[src/rtl/st7920_serial_receiver.sv]
// ST7920 3-wire serial receiver: reassembles 24-bit frames, decodes commands,
// and turns extended-mode GDRAM data writes into framebuffer byte writes.
module st7920_serial_receiver (
  input  logic       sys_clk,
  input  logic       sys_rst,
  input  logic       lcd_clk,
  input  logic       lcd_data,
  input  logic       lcd_cs,
  output logic       cmd_valid,
  output logic       cmd_rs,
  output logic       cmd_rw,
  output logic [7:0] cmd_data,
  output logic       frame_err,
  output logic       fb_we,
  output logic [9:0] fb_addr,
  output logic [7:0] fb_wdata,
  output logic       re,
  output logic       gfx_on,
  output logic       disp_on
);

  typedef enum logic [1:0] {
    HUNT = 2'd0,
    HDR  = 2'd1,
    DATA = 2'd2
  } state_t;

  state_t     state;
  logic [2:0] clk_sync;
  logic [1:0] data_sync;
  logic [1:0] cs_sync;
  logic [2:0] ones;
  logic [1:0] hdr_cnt;
  logic [3:0] data_cnt;
  logic [3:0] hi;
  logic [3:0] lo;
  logic       pad_err;
  logic       rw_bit;
  logic       rs_bit;
  logic [6:0] vy;
  logic [4:0] bp;
  logic       phase;

  logic fall;
  logic bit_in;
  logic cs_on;

  // clk_sync[2] is the previous synchronized level, used for edge detection
  assign fall   = clk_sync[2] & ~clk_sync[1];
  assign bit_in = data_sync[1];
  assign cs_on  = cs_sync[1];

  // Synchronizers, frame state machine, output registers and command decode
  always_ff @(posedge sys_clk) begin
    if (sys_rst) begin
      clk_sync  <= 3'b000;
      data_sync <= 2'b00;
      cs_sync   <= 2'b00;
      state     <= HUNT;
      ones      <= 3'd0;
      hdr_cnt   <= 2'd0;
      data_cnt  <= 4'd0;
      hi        <= 4'd0;
      lo        <= 4'd0;
      pad_err   <= 1'b0;
      rw_bit    <= 1'b0;
      rs_bit    <= 1'b0;
      vy        <= 7'd0;
      bp        <= 5'd0;
      phase     <= 1'b0;
      cmd_valid <= 1'b0;
      cmd_rs    <= 1'b0;
      cmd_rw    <= 1'b0;
      cmd_data  <= 8'd0;
      frame_err <= 1'b0;
      fb_we     <= 1'b0;
      fb_addr   <= 10'd0;
      fb_wdata  <= 8'd0;
      re        <= 1'b0;
      gfx_on    <= 1'b0;
      disp_on   <= 1'b0;
    end else begin
      clk_sync  <= {clk_sync[1], clk_sync[0], lcd_clk};
      data_sync <= {data_sync[0], lcd_data};
      cs_sync   <= {cs_sync[0], lcd_cs};
      cmd_valid <= 1'b0;
      frame_err <= 1'b0;
      fb_we     <= 1'b0;

      // Decode state follows the frame by one cycle so fb_we uses the old vy/bp
      if (cmd_valid && !cmd_rw) begin
        if (cmd_rs) begin
          bp <= bp + 5'd1;
        end else if (cmd_data[7:5] == 3'b001) begin
          re    <= cmd_data[2];
          phase <= 1'b0;
          if (cmd_data[2]) begin
            gfx_on <= cmd_data[1];
          end else begin
            gfx_on <= gfx_on;
          end
        end else if (cmd_data[7:3] == 5'b00001) begin
          disp_on <= cmd_data[2];
          phase   <= 1'b0;
        end else if (cmd_data[7] && re) begin
          if (!phase) begin
            vy <= cmd_data[6:0];
          end else begin
            bp <= {cmd_data[3:0], 1'b0};
          end
          phase <= ~phase;
        end else begin
          phase <= 1'b0;
        end
      end else begin
        phase <= phase;
      end

      if (!cs_on) begin
        state <= HUNT;
        ones  <= 3'd0;
      end else if (fall) begin
        case (state)
          HUNT: begin
            if (!bit_in) begin
              ones <= 3'd0;
            end else if (ones == 3'd4) begin
              ones    <= 3'd0;
              hdr_cnt <= 2'd0;
              state   <= HDR;
            end else begin
              ones <= ones + 3'd1;
            end
          end
          HDR: begin
            hdr_cnt <= hdr_cnt + 2'd1;
            case (hdr_cnt)
              2'd0: rw_bit <= bit_in;
              2'd1: rs_bit <= bit_in;
              default: begin
                if (bit_in) begin
                  frame_err <= 1'b1;
                  state     <= HUNT;
                end else begin
                  data_cnt <= 4'd0;
                  pad_err  <= 1'b0;
                  state    <= DATA;
                end
              end
            endcase
          end
          DATA: begin
            data_cnt <= data_cnt + 4'd1;
            case (data_cnt[3:2])
              2'd0:    hi <= {hi[2:0], bit_in};
              2'd2:    lo <= {lo[2:0], bit_in};
              default: pad_err <= pad_err | bit_in;
            endcase
            if (data_cnt == 4'd15) begin
              state <= HUNT;
              ones  <= 3'd0;
              if (pad_err || bit_in) begin
                frame_err <= 1'b1;
              end else begin
                cmd_valid <= 1'b1;
                cmd_rs    <= rs_bit;
                cmd_rw    <= rw_bit;
                cmd_data  <= {hi, lo};
                // Lower display half (bp>=16) lands at +512: address is {bp[4], vy[4:0], bp[3:0]}
                if (rs_bit && !rw_bit && re && (vy[6:5] == 2'b00)) begin
                  fb_we    <= 1'b1;
                  fb_addr  <= {bp[4], vy[4:0], bp[3:0]};
                  fb_wdata <= {hi, lo};
                end else begin
                  fb_we <= 1'b0;
                end
              end
            end else begin
              state <= DATA;
            end
          end
          default: begin
            state <= HUNT;
            ones  <= 3'd0;
          end
        endcase
      end else begin
        state <= state;
      end
    end
  end

endmodule
[config.mk]
export PLATFORM = sky130hd
export DESIGN_NAME = st7920_serial_receiver
export DESIGN_NICKNAME = d
export VERILOG_FILES = /design/src/rtl/st7920_serial_receiver.sv
export SDC_FILE = /design/constraint.sdc
export NUM_CORES = 1
export LEC_CHECK = 0
export CORE_MARGIN = 2
export CORE_UTILIZATION = 40
export DETAILED_ROUTE_END_ITERATION = 10
export PLACE_DENSITY = 0.57
export SLEW_MARGIN = 20
export SYNTH_ARGS = -nofsm -noshare
export SYNTH_HDL_FRONTEND = slang
export SYNTH_SLANG_ARGS = --single-unit
[constraint.sdc]
create_clock -name sys_clk -period 2 [get_ports sys_clk]
set_input_delay 0.4 -clock sys_clk [delete_from_list [all_inputs] [get_ports sys_clk]]
set_output_delay 0.4 -clock sys_clk [all_outputs]
set_load 0.03 [all_outputs]
Word level (Yosys, flattened, before mapping)
Index checks and enable logic that the tools add are counted.
- bits in registers: 76
- bits of input ports: 5
- output and inout port bits: 34
- word-level logic and storage cells: 133
- add/subtract/negate cells: 4
- eq/ne operators: 16
- mux-type cells: 35
- bitwise gates (word level): 13
- reduce and logical (&&, ||, !) cells: 39
- operators by type and width (cell ; number):
    AND reduction 4 bit ; 7
    two-way mux 5 bit ; 5
    AND reduction 5 bit ; 4
    AND reduction 6 bit ; 3
    inequality test 2 bit, second input constant ; 8
    two-way mux 2 bit ; 7
    two-way mux 1 bit ; 12
    inverter 1 bit ; 11
    two-way mux 3 bit ; 3
    case mux 3 bit (3 select lines) ; 1
    logical NOT 2 bit ; 4
    two-way mux 4 bit ; 2
    case mux 4 bit (2 select lines) ; 1
    nonzero test 2 bit ; 4
    case mux 2 bit (3 select lines) ; 1
    AND reduction 3 bit ; 2
    OR reduction 2 bit ; 3
    OR reduction 6 bit ; 1
    adder 5 x 1 -> 5 bit, second input constant ; 1
    equality test 5 x 1 -> 1 bit, second input constant ; 1
    logical AND 1 bit ; 5
    OR reduction 5 bit ; 1
    adder 4 x 1 -> 4 bit, second input constant ; 1
    equality test 2 x 1 -> 1 bit, second input constant ; 2
    14 further kinds ; 17

Depth between registers and ports, before layout
- word-level depth: 5
- gate-level depth with buffers: 9
- gate-level depth less buffers: 6

Worst setup path after synthesis
OpenSTA, ideal clock, no wires.
- path type: reg2reg
- start: register state[0]
- end: register cmd_data[5]
- setup time: 0.128 ns
- data arrival time: 1.705 ns
- required time: 1.872 ns
- setup slack: 0.167 ns
- cell stages (with the launch flop): 10
- path buffers: 3
- period minus slack after synthesis: 1.833 ns
- cells stage by stage: dfxtp_1 -> inv_1 -> ha_1 -> buf_2 -> and4_1 -> nand3_1 -> clkbuf_1 -> buf_4 -> mux2i_1 -> nor2_1
- word-level cells in the longest chain between the ends: 2
- ends and longest elaborated chain (item ; line ; RTL):
    start: declaration ; 28 ; state_t state;
    start signal: assignment ; 188 ; state <= state;
    equality test 2 bit ; 123 ; case (state)
    AND reduction 5 bit (no line) ; n/a ;
    end signal: assignment ; 168 ; cmd_data <= {hi, lo};
    end: declaration ; 12 ; output logic [7:0] cmd_data,
Every way passes these cells.
A chain may end at the register's enable or synchronous reset.

Worst setup path after layout
- start: register state[1]
- end: register data_cnt[3]
- word-level cells in the longest chain between the ends: 3
- elaborated cells between the ends (all ways): 7
- classes of those cells: 4 x eq/ne; 1 x mux; 2 x reduce/logical
- ends and longest elaborated chain (item ; line ; RTL):
    equality test 2 x 1 -> 1 bit or equality test 2 bit (tied branches) ; 123 ;
    inequality test 2 bit (no line) or nonzero test 2 bit (tied branches) ; n/a ;
    AND reduction 5 bit (no line) ; n/a ;
    end signal: assignment ; 153 ; data_cnt <= data_cnt + 4'd1;
    end: declaration ; 34 ; logic [3:0] data_cnt;
Several ways; a longest one is shown, not always the timed one.

==> impl_metrics.toml <==
[run_status]
run_status = "completed"

[synthesis]
adder_cell_area_share_of_the_yosys_netlist_pct = 3.786
synth.yosys.seq_area_share_pct = 46.04
post-synth-top-area-cell = "dfxtp_1"
complex_gate_fraction_of_the_synthesized_area_pct = 14.05
post_synth_mux_area_share_pct = 9.693
ff_latch_count_synth = 76
synth.area.top_cells = "dfxtp_1, mux2i_1, a21oi_1"
mappedNetlistArea_um2 = 3304
avgSynthCellArea_um2 = 8.883
synth.yosys.warnings = 0
synth_top_family_by_area = "simple AND/OR/NAND/NOR gates"
netlist.area_leader.share_pct = 46.04
post_synth_and_or_nand_nor_area_fraction_pct = 20.71
syn_nets = 387
synthArstFlopShare_pct = 0
synth_enable_flop_cells = 0
synth.lib_cells_used.distinct = 44
dominantRegCellSynth = "dfxtp_1"
synth-xor-area-share_pct = 0
cells_after_synth = 372

[cells_and_area]
antenna-diode-count = 0
post_route_cells_drive_above_1_share_pct = 9.739
synthToLayoutAreaGrowth_pct = 24.65
design_area_um2 = 4119
nets = 431
final_core_utilization_pct = 50.90
fillerInstances = 805

[worst_setup_path]
cp-endpoint = "data_cnt[3]$_SDFFE_PP0P_"
arrival_ns = 2.20
startpoint = "state[1]$_SDFFE_PP0P_"
regToRegEndpoint = "data_cnt[3]$_SDFFE_PP0P_"
worstReg2RegStart = "state[1]$_SDFFE_PP0P_"
cp-start-kind = "flop"
reg2reg_slack_ns = 0.07
worstPathMaxFanout = 5
timing.setup.critical_path_class = "flop to flop"
worst-endpoint-required_ns = 2.28
reg2reg_depth = 6
setup.worst_path.end_class = "flop"

[sta]
fin_worst_skew_ns = 0.01018
setup_viol = 0
final.min_clock_period_ns = 1.928
period_share_pct = 96.40
fin_setup_tns_ns = 0
timing_max_transition_violations_final = 0
fmax_mhz = 518.7
final_hold_viol_count = 0
hold-worst-slack_ns = 0.4405
timing.max_slew.rel_slack_pct = 73.06
tightest_slew_ns = 0.4032
unrepaired_setup_endpoints_after_global_routing = "false"

[floorplanning]
initial_utilization_pct = 40.83
fp-row-count = 33
die_h_um = 94.89
floorplan.io_pins = 39
die_area_um2 = 9004
dieWidth_um = 94.89
core_region_area_um2 = 8093

[clock_tree]
clock_sink_count = 76
cts_buffer_depth = 2
insertion_delay_ns = 0.34
cts.root.buffer_cell = "clkbuf_8"
cts.reportedPaths.clkPinSlew_ns = 0.08
cts_tree = "yes"
cts.hold.buffers_added = 0
cts_max_level = 3
cts_buffers = 9

[global_route]
first_global_vias = 2555
grt_remaining_overflow = 0
grt-busiest-layer = "met1"
groute.usage.overall_pct = 17.61
wire_length_of_the_first_global_routing_pass_um = 12550
grt_use_met3_pct = 3.272
met2_usage_in_global_routing_pct = 25.53
antenna_violations_before_repair = 0
grt.met1_usage_pct = 26.04
grt_max_degree = 49

[placed_design]
place.port_buffers = 38
gp_congestion = 0.8094
placed_cell_area_um2 = 3866
dp.final_hpwl_um = 4966

[drt]
via_count = 2660
dr.first_iter.drc_count = 125
ant_nets = 0
wire_per_inst_um = 13.83
drc = 0
post_drt_via_cell_ratio = 5.057
detail_route.first_pass.iterations = 4
wl_um = 7276

[power_and_ir_drop]
leakage_uw = 0.001526
power.density_nw_per_um2 = 698.7
max-vdd-ir-drop_mv = 0.3833

[hold_path]
hold_path_depth = 1
hold_path_class = "flop to flop"

[flow_run]
max_cap_viol_count = 0
==> power breakdown <==
part	switching (µW)	internal, µW
Clock	590	711
Sequential	3.67	1520
Combinational	33.6	21.6
==> worst max-delay path, stage by stage, from the launching register on <==
cell	delay [ns]
dfxtp_1	0.39
inv_1	0.08
ha_1	0.28
nand4b_1	0.19
or2_4	0.30
or4_1	0.49
a21oi_2	0.14
==> flip-flops by register name, indices dropped and copies added (netlist names), 2 cells and up <==
signal and flops:
fb_addr 10, cmd_data 8, fb_wdata 8, vy 7, bp 5, data_cnt 4
hi 4, lo 4, clk_sync 3, ones 3, cs_sync 2, data_sync 2
hdr_cnt 2, state 2
==> Yosys cell counts, types with 2 or more instances <==
cell type,number
nand3b_1,2
a211o_1,3
ha_1,10
mux2i_1,32
o21a_1,3
o21ai_0,21
a211oi_1,5
a21oi_1,34
nand4_1,3
nor3_1,3
nor2b_1,13
nand2_1,11
o31ai_1,2
nand4b_1,2
and3_1,2
a2111oi_0,2
nor2_1,40
inv_1,27
or3_1,21
buf_2,4
nand2b_1,4
clkbuf_1,16
nand3_1,16
dfxtp_1,76
==> cells by family (layout without fill, tap and decap cells) <==
kind of cell             count (synthesis)  count (layout)
AND/OR/NAND/NOR                        127             127
AO/OA/AOI/OAI                           79              79
flip-flops                              76              76
buffers and inverters                   48              97
multiplexers                            32              32
adder cells (fa/ha/maj)                 10              10
==> through the flow <==
stage,setup WS [ns],cells,total power (µW)
finish,0.07199,526,2878
global route,0.01324,526,2997
CTS,0.02810,524,2920
detailed placement,0.09759,508,1612
global placement,0.1591,508,1612
floorplan,0.1673,372,1587
==> worst min path at each step <==
stage,slack (ns),startpoint,to
after floorplan,0.41,clk_sync[0]$_SDFF_PP0_,clk_sync[1]$_SDFF_PP0_
after global placement,0.42,clk_sync[0]$_SDFF_PP0_,clk_sync[1]$_SDFF_PP0_
after detailed placement,0.43,cs_sync[0]$_SDFF_PP0_,cs_sync[1]$_SDFF_PP0_
after CTS,0.44,cs_sync[0]$_SDFF_PP0_,cs_sync[1]$_SDFF_PP0_
after global routing,0.47,sys_rst,data_cnt[2]$_SDFFE_PP0P_
final,0.44,cs_sync[0]$_SDFF_PP0_,cs_sync[1]$_SDFF_PP0_
==> area by class of cell <==
class	count	area, µm²	area share [%]
timing repair buffer	54	538.0	13.06
tap	105	131.4	3.190
sequential	76	1524	37.00
clock buffer	9	123.9	3.007
multi-input combinational	248	1600	38.85
inverter	27	101.3	2.461
clock inverter	7	100.1	2.430
==> metal layers <==
| layer | part of all wire (%) | vias up |
|---|---|---|
| met2 | 44 | 44 |
| met5 | 0 | - |
| met3 | 3.3 | 2 |
| met1 | 53 | 1236 |
| li1 | - | 1378 |
| met4 | 0.43 | 0 |
==> repair_timing <==
action,4_1_cts,5_1_grt
resized for setup,0,6
buffers inserted,0,2
endpoints found under the hold margin,0,0
endpoints found under the setup margin,0,3
==> cells in the final DEF (no fill, tap or decap), types with 2 or more instances in the layout <==
master / instances
dfxtp_2: 2
nand4b_1: 2
clkdlybuf4s50_1: 35
clkinv_4: 3
and3_1: 2
bufinv_16: 2
buf_4: 13
nand2b_1: 4
a211oi_1: 5
o21ai_0: 21
o21a_1: 3
dlymetal6s2s_1: 2
a211o_1: 3
mux2i_1: 32
nand4_1: 3
nor3_1: 3
nor2b_1: 13
clkbuf_8: 9
a2111oi_0: 2
nand3_1: 16
nand2_1: 11
nand3b_1: 2
o31ai_1: 2
buf_12: 3
inv_1: 27
dfxtp_1: 74
ha_1: 9
nor2_1: 40
a21oi_1: 33
or3_1: 21
(Power assumes the default switching activity.)
